## src/rtl/cdc_handshake_ctrl_if.sv

```systemverilog
// Word-transfer bus between the source-side producer, the handshake
// controller and the clk_2-domain responder.
interface cdc_handshake_ctrl_if #(
    parameter int unsigned N = 8
);
    logic [N-1:0] in_data;
    logic         in_valid;
    logic         in_ready;
    logic         ack_in;
    logic         req_out;
    logic [N-1:0] data_out;

    // Controller side: consumes the offered word and the ack, drives req/data.
    modport master (
        input  in_data,
        input  in_valid,
        input  ack_in,
        output in_ready,
        output req_out,
        output data_out
    );

    // Producer/responder side: the mirror image of the controller.
    modport slave (
        output in_data,
        output in_valid,
        output ack_in,
        input  in_ready,
        input  req_out,
        input  data_out
    );
endinterface

```

## src/rtl/cdc_handshake_ctrl.sv

```systemverilog
// Source-domain controller that moves one word at a time into the clk_2
// domain with a 4-phase req/ack handshake, with per-phase timeout and a
// completed-transfer counter.
module cdc_handshake_ctrl #(
    parameter int unsigned N           = 8,
    parameter int unsigned SYNC_STAGES = 2,
    parameter int unsigned TO_W        = 8,
    parameter int unsigned TIMEOUT     = 200,
    parameter int unsigned CNT_W       = 8
) (
    input  logic                   clk,
    input  logic                   rst,
    input  logic                   ena,
    input  logic                   err_clr,
    cdc_handshake_ctrl_if.master   bus,
    output logic                   done,
    output logic                   timeout_err,
    output logic [CNT_W-1:0]       xfer_cnt,
    output logic [2:0]             state_out
);

    typedef enum logic [2:0] {
        S_IDLE  = 3'd0,
        S_SETUP = 3'd1,
        S_REQ   = 3'd2,
        S_REL   = 3'd3,
        S_ERR   = 3'd4
    } state_t;

    localparam bit            TO_EN     = (TIMEOUT != 0);
    localparam int unsigned   TO_LAST_I = (TIMEOUT == 0) ? 0 : TIMEOUT - 1;
    localparam logic [TO_W-1:0] TO_LAST = TO_W'(TO_LAST_I);
    localparam logic [TO_W-1:0] TO_MAX  = {TO_W{1'b1}};

    logic [SYNC_STAGES-1:0] r_sync;
    state_t                 r_state;
    logic                   r_req;
    logic [N-1:0]           r_data;
    logic                   r_done;
    logic                   r_err;
    logic [CNT_W-1:0]       r_cnt;
    logic [TO_W-1:0]        r_timer;

    state_t                 w_state_nx;
    logic                   w_req_nx;
    logic [N-1:0]           w_data_nx;
    logic                   w_done_nx;
    logic                   w_err_nx;
    logic [CNT_W-1:0]       w_cnt_nx;
    logic [TO_W-1:0]        w_timer_nx;
    logic                   w_ack_s;
    logic                   w_in_ready;
    logic                   w_accept;
    logic                   w_to_hit;
    logic [TO_W-1:0]        w_timer_inc;

    assign w_ack_s     = r_sync[SYNC_STAGES-1];
    assign w_in_ready  = !rst && ena && (r_state == S_IDLE) && !w_ack_s;
    assign w_accept    = w_in_ready && bus.in_valid;
    assign w_to_hit    = TO_EN && (r_timer == TO_LAST);
    assign w_timer_inc = (r_timer == TO_MAX) ? r_timer : r_timer + TO_W'(1);

    // Ack synchronizer; free-running so the ack level is current when ena returns.
    always_ff @(posedge clk or posedge rst) begin
        if (rst) begin
            r_sync <= '0;
        end else begin
            r_sync <= {r_sync[SYNC_STAGES-2:0], bus.ack_in};
        end
    end

    // Handshake state and all registered outputs.
    always_ff @(posedge clk or posedge rst) begin
        if (rst) begin
            r_state <= S_IDLE;
            r_req   <= 1'b0;
            r_data  <= '0;
            r_done  <= 1'b0;
            r_err   <= 1'b0;
            r_cnt   <= '0;
            r_timer <= '0;
        end else begin
            r_state <= w_state_nx;
            r_req   <= w_req_nx;
            r_data  <= w_data_nx;
            r_done  <= w_done_nx;
            r_err   <= w_err_nx;
            r_cnt   <= w_cnt_nx;
            r_timer <= w_timer_nx;
        end
    end

    // Next-state logic; a phase exit beats a timeout in the same cycle.
    always_comb begin
        w_state_nx = r_state;
        w_req_nx   = r_req;
        w_data_nx  = r_data;
        w_done_nx  = 1'b0;
        w_err_nx   = r_err;
        w_cnt_nx   = r_cnt;
        w_timer_nx = r_timer;
        if (ena) begin
            case (r_state)
                S_IDLE: begin
                    if (w_accept) begin
                        w_data_nx  = bus.in_data;
                        w_state_nx = S_SETUP;
                    end
                end
                S_SETUP: begin
                    w_req_nx   = 1'b1;
                    w_timer_nx = '0;
                    w_state_nx = S_REQ;
                end
                S_REQ: begin
                    if (w_ack_s) begin
                        w_req_nx   = 1'b0;
                        w_timer_nx = '0;
                        w_state_nx = S_REL;
                    end else if (w_to_hit) begin
                        w_req_nx   = 1'b0;
                        w_err_nx   = 1'b1;
                        w_state_nx = S_ERR;
                    end else begin
                        w_timer_nx = w_timer_inc;
                    end
                end
                S_REL: begin
                    if (!w_ack_s) begin
                        w_done_nx  = 1'b1;
                        w_cnt_nx   = r_cnt + CNT_W'(1);
                        w_state_nx = S_IDLE;
                    end else if (w_to_hit) begin
                        w_req_nx   = 1'b0;
                        w_err_nx   = 1'b1;
                        w_state_nx = S_ERR;
                    end else begin
                        w_timer_nx = w_timer_inc;
                    end
                end
                S_ERR: begin
                    if (err_clr && !w_ack_s) begin
                        w_err_nx   = 1'b0;
                        w_state_nx = S_IDLE;
                    end
                end
                default: begin
                    w_state_nx = S_IDLE;
                end
            endcase
        end
    end

    assign bus.in_ready = w_in_ready;
    assign bus.req_out  = r_req;
    assign bus.data_out = r_data;
    assign done         = r_done && ena;
    assign timeout_err  = r_err;
    assign xfer_cnt     = r_cnt;
    assign state_out    = r_state;

endmodule

```

## src/flat_wrapper.sv

```systemverilog
// flat-port wrapper written by rule: the top's interface ports become plain ports
module cdc_handshake_ctrl_flat 
#(
    parameter int unsigned N           = 8,
    parameter int unsigned SYNC_STAGES = 2,
    parameter int unsigned TO_W        = 8,
    parameter int unsigned TIMEOUT     = 200,
    parameter int unsigned CNT_W       = 8
)
  (clk, rst, ena, err_clr, done, timeout_err, xfer_cnt, state_out, bus_in_data, bus_in_valid, bus_ack_in, bus_in_ready, bus_req_out, bus_data_out);
  cdc_handshake_ctrl_if #(.N(N)) bus_i ();
  input  logic clk;
  input  logic rst;
  input  logic ena;
  input  logic err_clr;
  output logic done;
  output logic timeout_err;
  output logic [CNT_W-1:0] xfer_cnt;
  output logic [2:0] state_out;
  input wire logic [$bits(bus_i.in_data)-1:0] bus_in_data;
  input wire logic [$bits(bus_i.in_valid)-1:0] bus_in_valid;
  input wire logic [$bits(bus_i.ack_in)-1:0] bus_ack_in;
  output wire logic [$bits(bus_i.in_ready)-1:0] bus_in_ready;
  output wire logic [$bits(bus_i.req_out)-1:0] bus_req_out;
  output wire logic [$bits(bus_i.data_out)-1:0] bus_data_out;
  assign bus_i.in_data = bus_in_data;
  assign bus_i.in_valid = bus_in_valid;
  assign bus_i.ack_in = bus_ack_in;
  assign bus_in_ready = bus_i.in_ready;
  assign bus_req_out = bus_i.req_out;
  assign bus_data_out = bus_i.data_out;
  cdc_handshake_ctrl #(.N(N), .SYNC_STAGES(SYNC_STAGES), .TO_W(TO_W), .TIMEOUT(TIMEOUT), .CNT_W(CNT_W)) u_core (.clk(clk), .rst(rst), .ena(ena), .err_clr(err_clr), .bus(bus_i), .done(done), .timeout_err(timeout_err), .xfer_cnt(xfer_cnt), .state_out(state_out));
endmodule
```

## config.mk

```make
export PLATFORM = sky130hd
export DESIGN_NAME = cdc_handshake_ctrl_flat
export DESIGN_NICKNAME = d
export VERILOG_FILES = /design/src/rtl/cdc_handshake_ctrl_if.sv /design/src/rtl/cdc_handshake_ctrl.sv /design/src/flat_wrapper.sv
export SDC_FILE = /design/constraint.sdc
export NUM_CORES = 1
export LEC_CHECK = 0
export CAP_MARGIN = 25
export CORE_MARGIN = 3
export CORE_UTILIZATION = 48
export CTS_CLUSTER_DIAMETER = 200
export CTS_CLUSTER_SIZE = 12
export DETAILED_ROUTE_END_ITERATION = 6
export MAX_ROUTING_LAYER = met4
export PLACE_DENSITY = 0.87
export SYNTH_ARGS = -nofsm -noshare
export SYNTH_HDL_FRONTEND = slang
export SYNTH_SLANG_ARGS = --single-unit
```

## constraint.sdc

```tcl
create_clock -name clk -period 1.7 [get_ports clk]
set_input_delay 0.51 -clock clk [delete_from_list [all_inputs] [get_ports clk]]
set_output_delay 0.51 -clock clk [all_outputs]
set_load 0.03 [all_outputs]
```

==> impl_metrics.env <==
export IMPL_status="finished, violations left"
export IMPL_violations="negative setup slack"
export IMPL_dp_cells=231
export IMPL_hold_path_class="in2async"
export IMPL_cp_arrival_ns=1.35
export IMPL_ctsHtreeMaxLevel=2
export IMPL_final_common_cell="dfrtp_1"
export IMPL_via_per_inst=5.570
export IMPL_grt_total_usage_pct=22.75
export IMPL_wl_per_cell_um=16.98
export IMPL_die_w_um=62.42
export IMPL_syn_num_nets=150
export IMPL_crit_required_ns=1.19
export IMPL_netlist_instances=134
export IMPL_synth_warnings=0
export IMPL_hold_buffers=0
export IMPL_synth_async_reset_ratio_pct=100.0
export IMPL_antenna_found_initial=0
export IMPL_clk_path_buf_depth=2
export IMPL_leakagePower_uw=0.001076
export IMPL_cts_buffers=5
export IMPL_worstRegToRegCells=4
export IMPL_synthFlopType="dfrtp_1"
export IMPL_layout_cells_non_filler=242
export IMPL_grt_pass1_vias=1411
export IMPL_row_count=19
export IMPL_avgSynthCellArea_um2=11.40
export IMPL_rsz0062_at_grt="true"
export IMPL_synth_largest_area_cell="dfrtp_1"
export IMPL_layout_common_cells="30 x dfrtp_1, 25 x buf_4, 16 x dlygate4sd2_1, 11 x clkdlybuf4s50_1, 9 x mux2_2"
export IMPL_start_util_pct=52.67
export IMPL_netlist_area_um2=1528
export IMPL_synth_edf_count=0
export IMPL_drt_iter0_drc=100
export IMPL_cp_end_kind="output port"
export IMPL_start_kind="flip-flop"
export IMPL_final_hold_violation_count=0
export IMPL_path_class="reg2out"
export IMPL_ir_worst_vdd_uv=1016
export IMPL_rrSetupSlack_ns=0.01
export IMPL_numClockSinks=32
export IMPL_setup_violations_final=1
export IMPL_die_height_um=62.42
export IMPL_ios=37
export IMPL_gp_congestion=0.8498
export IMPL_pwr_density_cell_nw_per_um2=1021
export IMPL_layout_drive_gt1_share_pct=31.00
export IMPL_core_area_um2=2900
export IMPL_grt_pass1_wl_um=6734
export IMPL_synth_seq_cells=32
export IMPL_design_die_area_um2=3896
export IMPL_vias=1348
export IMPL_timing_fmax_mhz=537.4
export IMPL_max_slew_margin_rel_pct=75.61
export IMPL_cts_tree="done"
export IMPL_skew_ns=0.007569
export IMPL_cts_root_buffer="clkbuf_4"
export IMPL_nNetsFinal=215
export IMPL_synth_top_area_share_pct=52.42
export IMPL_timing_rr_end="u_core.r_timer[0]$_DFFE_PP0P_"
export IMPL_overflow=0
export IMPL_dp_hpwl_um=3007
export IMPL_antenna_cells=0
export IMPL_clk_pin_slew_ns=0.09
export IMPL_yosysUniqueCellTypes=41
export IMPL_maxCapViolCount=0
export IMPL_synthToLayoutAreaGrowth_pct=43.24
export IMPL_layout_setup_ws_ns=-0.1607
export IMPL_ant_nets=0
export IMPL_grt_max_degree=12
export IMPL_clock_latency_ns=0.34
export IMPL_fin_crit_sh_pct=109.5
export IMPL_drc=0
export IMPL_drtPass1Iterations=4
export IMPL_wirelength_um=4108
export IMPL_drv_slew=0
export IMPL_min_period_ns=1.861
export IMPL_worst_path_max_fanout=7
export IMPL_worstMarginPinSlew_ns=0.3655
export IMPL_netlist_top_cells_area="dfrtp_1 52%, mux2_2 6.6%, xnor2_1 4.0%"
export IMPL_io_buffers=36
export IMPL_final_util_pct=75.45
export IMPL_r2r_start="u_core.state_out[1]$_DFFE_PP0P_"
export IMPL_yosysSeqAreaShare_pct=52.42
==> sequential cells by signal, indices dropped and copies added, names as in the netlist <==
signal / flops
u_core.bus.req_out: 1
u_core.xfer_cnt: 8
u_core.bus.data_out: 8
u_core.state_out: 3
u_core.r_sync: 2
u_core.timeout_err: 1
u_core.r_done: 1
u_core.r_timer: 8
==> worst max-delay path: stages (launching register included) <==
cell and delay, ns:
dfrtp_2 0.49, nor2_4 0.19, and3_4 0.21, buf_6 0.13
==> cells by family after synthesis <==
family,share of synthesized area [%]
buffers and inverters,2.047
AND/OR/NAND/NOR,20.72
AO/OA/AOI/OAI,10.32
multiplexers,8.272
adder cells (fa/ha/maj),1.638
XOR/XNOR,4.587
flip-flops,52.42
==> worst max-delay path by stage <==
stage          slack [ns]                             from  cells past startpoint                       endpoint
3_3_place_gp        -0.38                              ena                      4                   bus_in_ready
4_1_cts             -0.21  u_core.state_out[0]$_DFFE_PP0P_                      3                   bus_in_ready
3_5_place_dp        -0.42                              ena                      4                   bus_in_ready
5_1_grt             -0.19  u_core.state_out[1]$_DFFE_PP0P_                      3                   bus_in_ready
2_1_floorplan        0.03  u_core.state_out[2]$_DFFE_PP0P_                      4  u_core.r_timer[0]$_DFFE_PP0P_
6_report            -0.16  u_core.state_out[1]$_DFFE_PP0P_                      3                   bus_in_ready
==> stage by stage <==
step | instance area [um^2] | setup TNS [ns] | worst slack (ns) | hold WS [ns] | total power, uW
floorplan | 1536 | 0 | 0.03474 | 0.3312 | 1428
global placement | 2106 | -7.205 | -0.3795 | 0.3381 | 1785
detailed placement | 2106 | -9.082 | -0.4226 | 0.3395 | 1826
CTS | 2158 | -0.2114 | -0.2114 | 0.3617 | 2227
global route | 2188 | -0.2553 | -0.1949 | 0.1854 | 2360
finish | 2188 | -0.1607 | -0.1607 | 0.1823 | 2235
==> layout make-up <==
cell class | count | area [um^2]
flip-flops and latches | 32 | 803.3
multi-input cells | 95 | 729.5
fillers | 204 | 711.9
repair buffers | 61 | 529.3
clock buffers | 8 | 58.81
well taps | 42 | 52.55
inverters | 4 | 15.01
==> per-layer routing <==
layer  vias to the layer above  part of all wire, %  track usage [%]
met5                         -                    0                -
met4                         0                  2.3            8.264
met3                        12                  5.0            5.396
met2                        45                   52            37.95
met1                       666                   40            26.86
li1                        625                    -                -
==> Yosys cell counts, types with 2 or more instances <==
library cell,instances
a21o_1,2
a21oi_1,7
a41oi_1,2
and2_1,2
and3_1,5
dfrtp_1,32
ha_1,2
inv_1,4
mux2_2,9
nand2_1,4
nand2b_1,3
nand3_1,8
nand4_1,7
nor2_1,7
nor2b_1,3
nor3_1,2
o21ai_0,5
xnor2_1,7
==> repair_timing <==
action                     CTS  global route
gates cloned                 0             0
pin swaps                    2             5
resized for setup           31            12
setup endpoints to repair   37            14
buffers inserted             0             3
==> where the power goes <==
group | leakage [uW] | internal, uW | switching (uW)
clock | 0.0000326 | 204 | 257
sequential | 0.000421 | 882 | 102
combinational | 0.000622 | 341 | 448
(Power assumes the default switching activity.)
